[src/rtl/riscv_pc_pkg.sv]
// rtl/riscv_pc_pkg.sv - shared fetch-stage types and constants
package riscv_pc_pkg;

  typedef enum logic {
    RUN  = 1'b0,
    PEND = 1'b1
  } pc_state_t;

  localparam int unsigned INSN_BYTES       = 4;
  localparam logic [31:0] DEFAULT_RESET_PC = 32'h0000_0000;

endpackage

[src/rtl/sat_counter.sv]
// rtl/sat_counter.sv - saturating event counter, sticks at all-ones
module sat_counter #(
  parameter int W = 16
) (
  input  logic         CLK,
  input  logic         RESETn,
  input  logic         inc,
  output logic [W-1:0] count
);

  always_ff @(posedge CLK or negedge RESETn) begin
    if (!RESETn) begin
      count <= '0;
    end else if (inc && (count != {W{1'b1}})) begin
      count <= count + 1'b1;
    end
  end

endmodule

[src/rtl/pc_fetch_redirect.sv]
// rtl/pc_fetch_redirect.sv - fetch PC owner with branch/jump redirect and wrong-path flushes
module pc_fetch_redirect
  import riscv_pc_pkg::*;
#(
  parameter logic [31:0] RESET_PC = DEFAULT_RESET_PC,
  parameter int          CNT_W    = 16
) (
  input  logic             CLK,
  input  logic             RESETn,
  input  logic             branch_jump_mux_signal,
  input  logic [31:0]      Branch_jump_PC_OUT,
  input  logic             stall,
  input  logic             imem_busywait,
  output logic             imem_read,
  output logic [31:0]      PC,
  output logic [31:0]      PC_plus4,
  output logic             flush_if_id,
  output logic             flush_id_ex,
  output logic             target_misaligned,
  output logic [CNT_W-1:0] redirect_cnt
);

  localparam logic [31:0] INSN_STEP = 32'(INSN_BYTES);

  pc_state_t   state;
  logic [31:0] pend_pc;
  logic [31:0] target_aligned;
  logic        redirect;
  logic        apply_redirect;

  assign redirect       = branch_jump_mux_signal;
  assign target_aligned = {Branch_jump_PC_OUT[31:2], 2'b00};
  assign PC_plus4       = PC + INSN_STEP;
  assign imem_read      = RESETn;

  // The word returning when a pending target is released is wrong-path, so IF/ID is squashed then too.
  assign flush_id_ex    = RESETn & redirect;
  assign flush_if_id    = RESETn & (redirect | ((state == PEND) & ~imem_busywait));
  assign apply_redirect = ~imem_busywait & (redirect | (state == PEND));

  always_ff @(posedge CLK or negedge RESETn) begin
    if (!RESETn) begin
      state             <= RUN;
      PC                <= RESET_PC;
      pend_pc           <= '0;
      target_misaligned <= 1'b0;
    end else begin
      target_misaligned <= redirect & (Branch_jump_PC_OUT[1:0] != 2'b00);
      case (state)
        RUN: begin
          if (redirect) begin
            if (imem_busywait) begin
              pend_pc <= target_aligned;
              state   <= PEND;
            end else begin
              PC <= target_aligned;
            end
          end else if (!stall && !imem_busywait) begin
            PC <= PC_plus4;
          end
        end
        PEND: begin
          // Stall is ignored here: the held target must land as soon as the fetch completes.
          if (imem_busywait) begin
            if (redirect) pend_pc <= target_aligned;
          end else begin
            PC    <= redirect ? target_aligned : pend_pc;
            state <= RUN;
          end
        end
        default: state <= RUN;
      endcase
    end
  end

  sat_counter #(.W(CNT_W)) u_redirect_cnt (
    .CLK    (CLK),
    .RESETn (RESETn),
    .inc    (apply_redirect),
    .count  (redirect_cnt)
  );

endmodule

[config.mk]
export PLATFORM = sky130hd
export DESIGN_NAME = pc_fetch_redirect
export DESIGN_NICKNAME = d
export VERILOG_FILES = /design/src/rtl/riscv_pc_pkg.sv /design/src/rtl/sat_counter.sv /design/src/rtl/pc_fetch_redirect.sv
export SDC_FILE = /design/constraint.sdc
export NUM_CORES = 1
export LEC_CHECK = 0
export BUFFER_PORTS_ARGS = -buffer_cell sky130_fd_sc_hd__buf_2
export CORE_MARGIN = 2
export CORE_UTILIZATION = 27
export DETAILED_ROUTE_END_ITERATION = 8
export SLEW_MARGIN = 20
export SYNTH_ARGS = -nofsm -noshare
export SYNTH_HDL_FRONTEND = slang
export SYNTH_SLANG_ARGS = --single-unit
[constraint.sdc]
create_clock -name CLK -period 2.7 [get_ports CLK]
set_input_delay 0.54 -clock CLK [delete_from_list [all_inputs] [get_ports CLK]]
set_output_delay 0.54 -clock CLK [all_outputs]
set_load 0.02 [all_outputs]
# Word-level counts from Yosys, hierarchy flattened
# Cells that the tools add are included.
# totals
memories,0
mem_bits_ro,0
out_inout_bits,84
latch_bits,0
elab_cells,43
ramBits,0
input_bits,37
reg_bits,82
# op_classes
div_mod_pow,0
mux,13
multipliers,0
n_eq_ne,7
magnitude_cmp,0
addsub,2
bitwise,9
shift,0
n_reduce_logical,7
# op_table
cell,n
32-bit 2-to-1 mux,8
32-bit one-hot mux with 2 select lines,2
"32-bit by 3-bit adder with 32-bit output, second input constant",1
"16-bit by 1-bit adder with 16-bit output, second input constant",1
"16-bit inequality test, second input constant",1
"2-bit inequality test, second input constant",4
"3-bit inequality test, second input constant",2
3-bit AND reduction,2
1-bit bitwise AND,5
1-bit logical AND,2
1-bit logical NOT,2
1-bit 2-to-1 mux,2
1-bit NOT,2
1-bit bitwise OR,2
1-bit one-hot mux with 2 select lines,1
2-bit nonzero test,1

# Depth between registers and ports, before layout
# depth
word_depth,5
depth_mapped,7
ltp_nobuf,5

# By module
# A second synthesis with hierarchy kept.
# hier_totals
hier_cells,457
hier_area_um2,4598.2
# by_module_without_submodules
mod,instances,cells_per_inst,seq_area_each_um2,area_per_inst_um2
pc_fetch_redirect,1,385,1651.6,3738.6
sat_counter,1,72,400.4,859.6

# Least setup slack after synthesis
# No wires, ideal clock.
# synth_timing
kind,reg2out
startpoint,register PC[11]
endpoint,output port PC_plus4[23]
setup_slack_ns,0.082
required_ns,2.160
path_stages_with_launch,6
arrival_time_ns,2.078
path_buffers,1
path_cell_list,dfrtp_1 buf_2 nand4_2 nor4_2 nand4_1 xnor2_1
# synth_via
elab_chain_len,1
# synth_rtl
element,line_no,text
from (decl),pc_fetch_redirect.sv:15,"output logic [31:0] PC,"
from (signal assigned),pc_fetch_redirect.sv:56,PC <= target_aligned;
from (signal assigned),pc_fetch_redirect.sv:59,PC <= PC_plus4;
from (signal assigned),pc_fetch_redirect.sv:67,PC <= redirect ? target_aligned : pend_pc;
32-bit by 3-bit adder with 32-bit output,pc_fetch_redirect.sv:33,assign PC_plus4 = PC + INSN_STEP;
to (decl),pc_fetch_redirect.sv:16,"output logic [31:0] PC_plus4,"
# No other way between the ends.

# Worst setup path after layout
# layout_timing
startpoint,register PC[6]
endpoint,output port PC_plus4[25]
# The elaborated chain is that of the path after synthesis.

==> metrics.md <==
| Metric | Value |
|---|---|
| Status | complete, but fails checks |
| Failing checks | negative setup slack |
| Sink Count | 82 |
| Area of the multi-input gates | about 2800 sq um |
| Core Area | around 18,000 sq um |
| Endpoints failing setup | 1 |
| I/O pin count | roughly 120 |
| PD cells | ~650 nW/um^2 |
| CTS Buffer Depth | 2 |
| Area growth from synthesis to layout | 32.82% |
| Worst-path fanout max | 6 |
| Initial DRC Count | 237 |
| Synthesized Nets | 536 |
| Nets | between 600 and 700 |
| Setup CP Type | flip-flop to primary output |
| Gr ovfl total | 0 |
| Via density | slightly above 5 |
| Final period util | 1.009 |
| Vias | roughly 4,400 |
| Asr flop ratio synth | 1.000 |
| RePlAce Congestion | roughly 0.85 |
| Most numerous cell in the Yosys netlist | dfrtp_1 |
| Final Hold Viols | 0 |
| Initial antenna violation count | 6 |
| Final setup margin | -25.24 ps |
| Number of flops mapped to enable cells by yosys | 0 |
| Drt wl/cell | 17.76 microns |
| Flop pwr share | 0.393 |
| Util after Layout | 0.3622 |
| H-tree Lvls | 3 |
| Post-Route WL | 15.52 mm |
| Pint | about 2.6 mW |
| Yosys cell types | 61 |
| Required @ worst endpoint | 2160 ps |
| Arr. time, crit path | 2190 ps |
| Largest net degree at the start of global routing | 57 |
| Worst setup EP type | primary output |
| Max VDD drop | 0.0003604 V |
| Hold WS | approximately 430 ps |
| Top cells by area in the synthesized netlist | dfrtp_1, mux2_2, xnor2_1 |
| Met1 global-route usage | 0.2126 |
| Worst Setup Slack post-DPL | about 210 ps |
| Vias in the first global route | between 4,000 and 5,000 |
| Design Power | approximately 4.2 mW |
| Leakage | about 2.9 nW |
| Clk_lat worst skew | 350 ps |
| Sum of net half-perimeters after detailed placement | between 10 and 15 mm |
| RSZ-0062 raised after global routing | true |
| Chip height | about 140 microns |
| Worst setup SP type | flip-flop |
| Clk root buf | clkbuf_16 |
| CTS tree | built |
| Post-synth top area cell | dfrtp_1 |
| Slew Limit Headroom | 0.4918 |
| Max Cap Violations | 0 |
| Ys Warns | 0 |
| M3 GR Usage | 0.04157 |
| Sequential area share after synthesis | 0.4218 |
| Total CTS buffers | 9 |
| Fillers | between 1,500 and 2,000 |
| Max Freq | approximately 370 MHz |
| # DRC | 0 |
| Synth top cells by count | dfrtp_1, mux2_2, nand2_1, nor2_1 |
| Syn avg cell area | just under 10 sq um |
| GRT Overall Usage | 0.1614 |
| Initial Utilization | 0.2727 |
| Share of the synthesized area in the top cell type | 0.4218 |
| Count of state elements after synthesis | about 80 |
| Psw | between 1.5 and 2 mW |
| Cells after Synth | around 500 |
| Worst Skew | 7.134 ps |
| Tmin final | between 2000 and 3000 ps |
| Die Area | around 19,000 sq um |
| Row cnt | 49 |
| Sw Ratio | 0.3764 |
| Ratio of cells with drive above 1 in the final layout | 0.4003 |
| Register Area | approximately 2100 sq um |
| Least-Margin Pin Slew | about 760 ps |
| First-pass GRT wire length | around 25 mm |
| ANT nets after route | 0 |
| Final Max Slew Viols | 0 |
| Die Width | about 140 microns |
| Drt first pass iters | 5 |
| M2 GR Usage | 0.2624 |
| Ys flop type | dfrtp_1 |
| Port bufs | 120 |
| CTS clk-pin slew, worst paths | around 60 ps |
| Clk pwr share | 0.266 |
| Comb power frac | 0.342 |
| Synth Cell Area | 4865 sq um |
| Busiest grt layer | met2 |
| Hold/Removal Path Class | primary input to flip-flop |
[metal layers]
layer  wire [microns]  vias to the layer above
li1                 -                     2144
met1             6866                     2176
met2             7438                      103
met3              927                       22
met4              269                        4
met5               21                        -
[logic make-up after synthesis]
group,after synthesis,share of synthesized area
AND/OR/NAND/NOR,177,0.2024
AO/OA/AOI/OAI,99,0.1482
flip-flops,82,0.4218
multiplexers,50,0.1116
buffers and inverters,49,0.04243
XOR/XNOR,38,0.06842
adder cells (fa/ha/maj),2,0.005143
[power by group through the flow]
stage | Sequential [mW] | Combinational, mW | Clock, mW
after floorplan | 1.79 | 0.689 | 0
after global placement | 1.64 | 1.38 | 0
after detailed placement | 1.65 | 1.39 | 0
after CTS | 1.63 | 1.41 | 1.15
after global routing | 1.69 | 1.56 | 1.19
final | 1.65 | 1.44 | 1.12
[per-stage QoR]
step	cell area, sq um	instances	setup TNS, ps
after global routing	6459	873	-168.9
final	6461	874	-25.24
after floorplan	4865	497	0
after detailed placement	5901	845	0
after CTS	6259	864	-146.4
after global placement	5901	845	0
[cell usage in the layout, fill, tap and decap left out, types with 16 or more instances in the layout]
master / count
buf_2: 118
buf_4: 46
dfrtp_1: 75
mux2_2: 34
mux2i_1: 16
nand2_1: 30
nand3_1: 22
nand4_1: 19
nor2_1: 27
o21ai_0: 20
xnor2_1: 20
[final cells by class]
cell class                 instances  share of cell area
clock buffer                      11             0.03602
tap                              229             0.04435
antenna                            3            0.001162
sequential                        82              0.3189
inverter                          10            0.005809
timing repair buffer             169              0.1574
clock inverter                     4            0.003098
multi-input combinational        366              0.4332
[critical path: stages, from the launching register on]
cell and delay [ps]:
dfrtp_2 410, nand3_4 120, or4_4 620, buf_12 160, nor3_4 220, xnor2_2 140
buf_4 160
[flip-flops by register name (all words and copies together), names as in the netlist]
register / cells
PC: 32
pend_pc: 32
u_redirect_cnt.count: 16
state: 1
target_misaligned: 1
[path summary, 6_finish.rpt]
path / slack (ps) / cells after the start / from / to
max: -30 / 6 / PC[6] / PC_plus4[25]
min: 430 / 3 / Branch_jump_PC_OUT[0] / target_misaligned
max reg2reg: 570 / 8 / PC[3] / PC[24]
min reg2reg: 500 / 1 / pend_pc[0] / pend_pc[0]
max in group asynchronous: 1140 / 3 / RESETn / PC[12]
min in group asynchronous: 550 / 2 / RESETn / target_misaligned
[repair_timing]
action                                 4_1_cts  5_1_grt
resized for setup                           17       24
buffers inserted                             3        7
setup endpoints to repair                   14       17
endpoints found under the hold margin        1        0
hold buffers                                 1        0
pin swaps                                    2        6
Power figures use the tool's default switching activity.
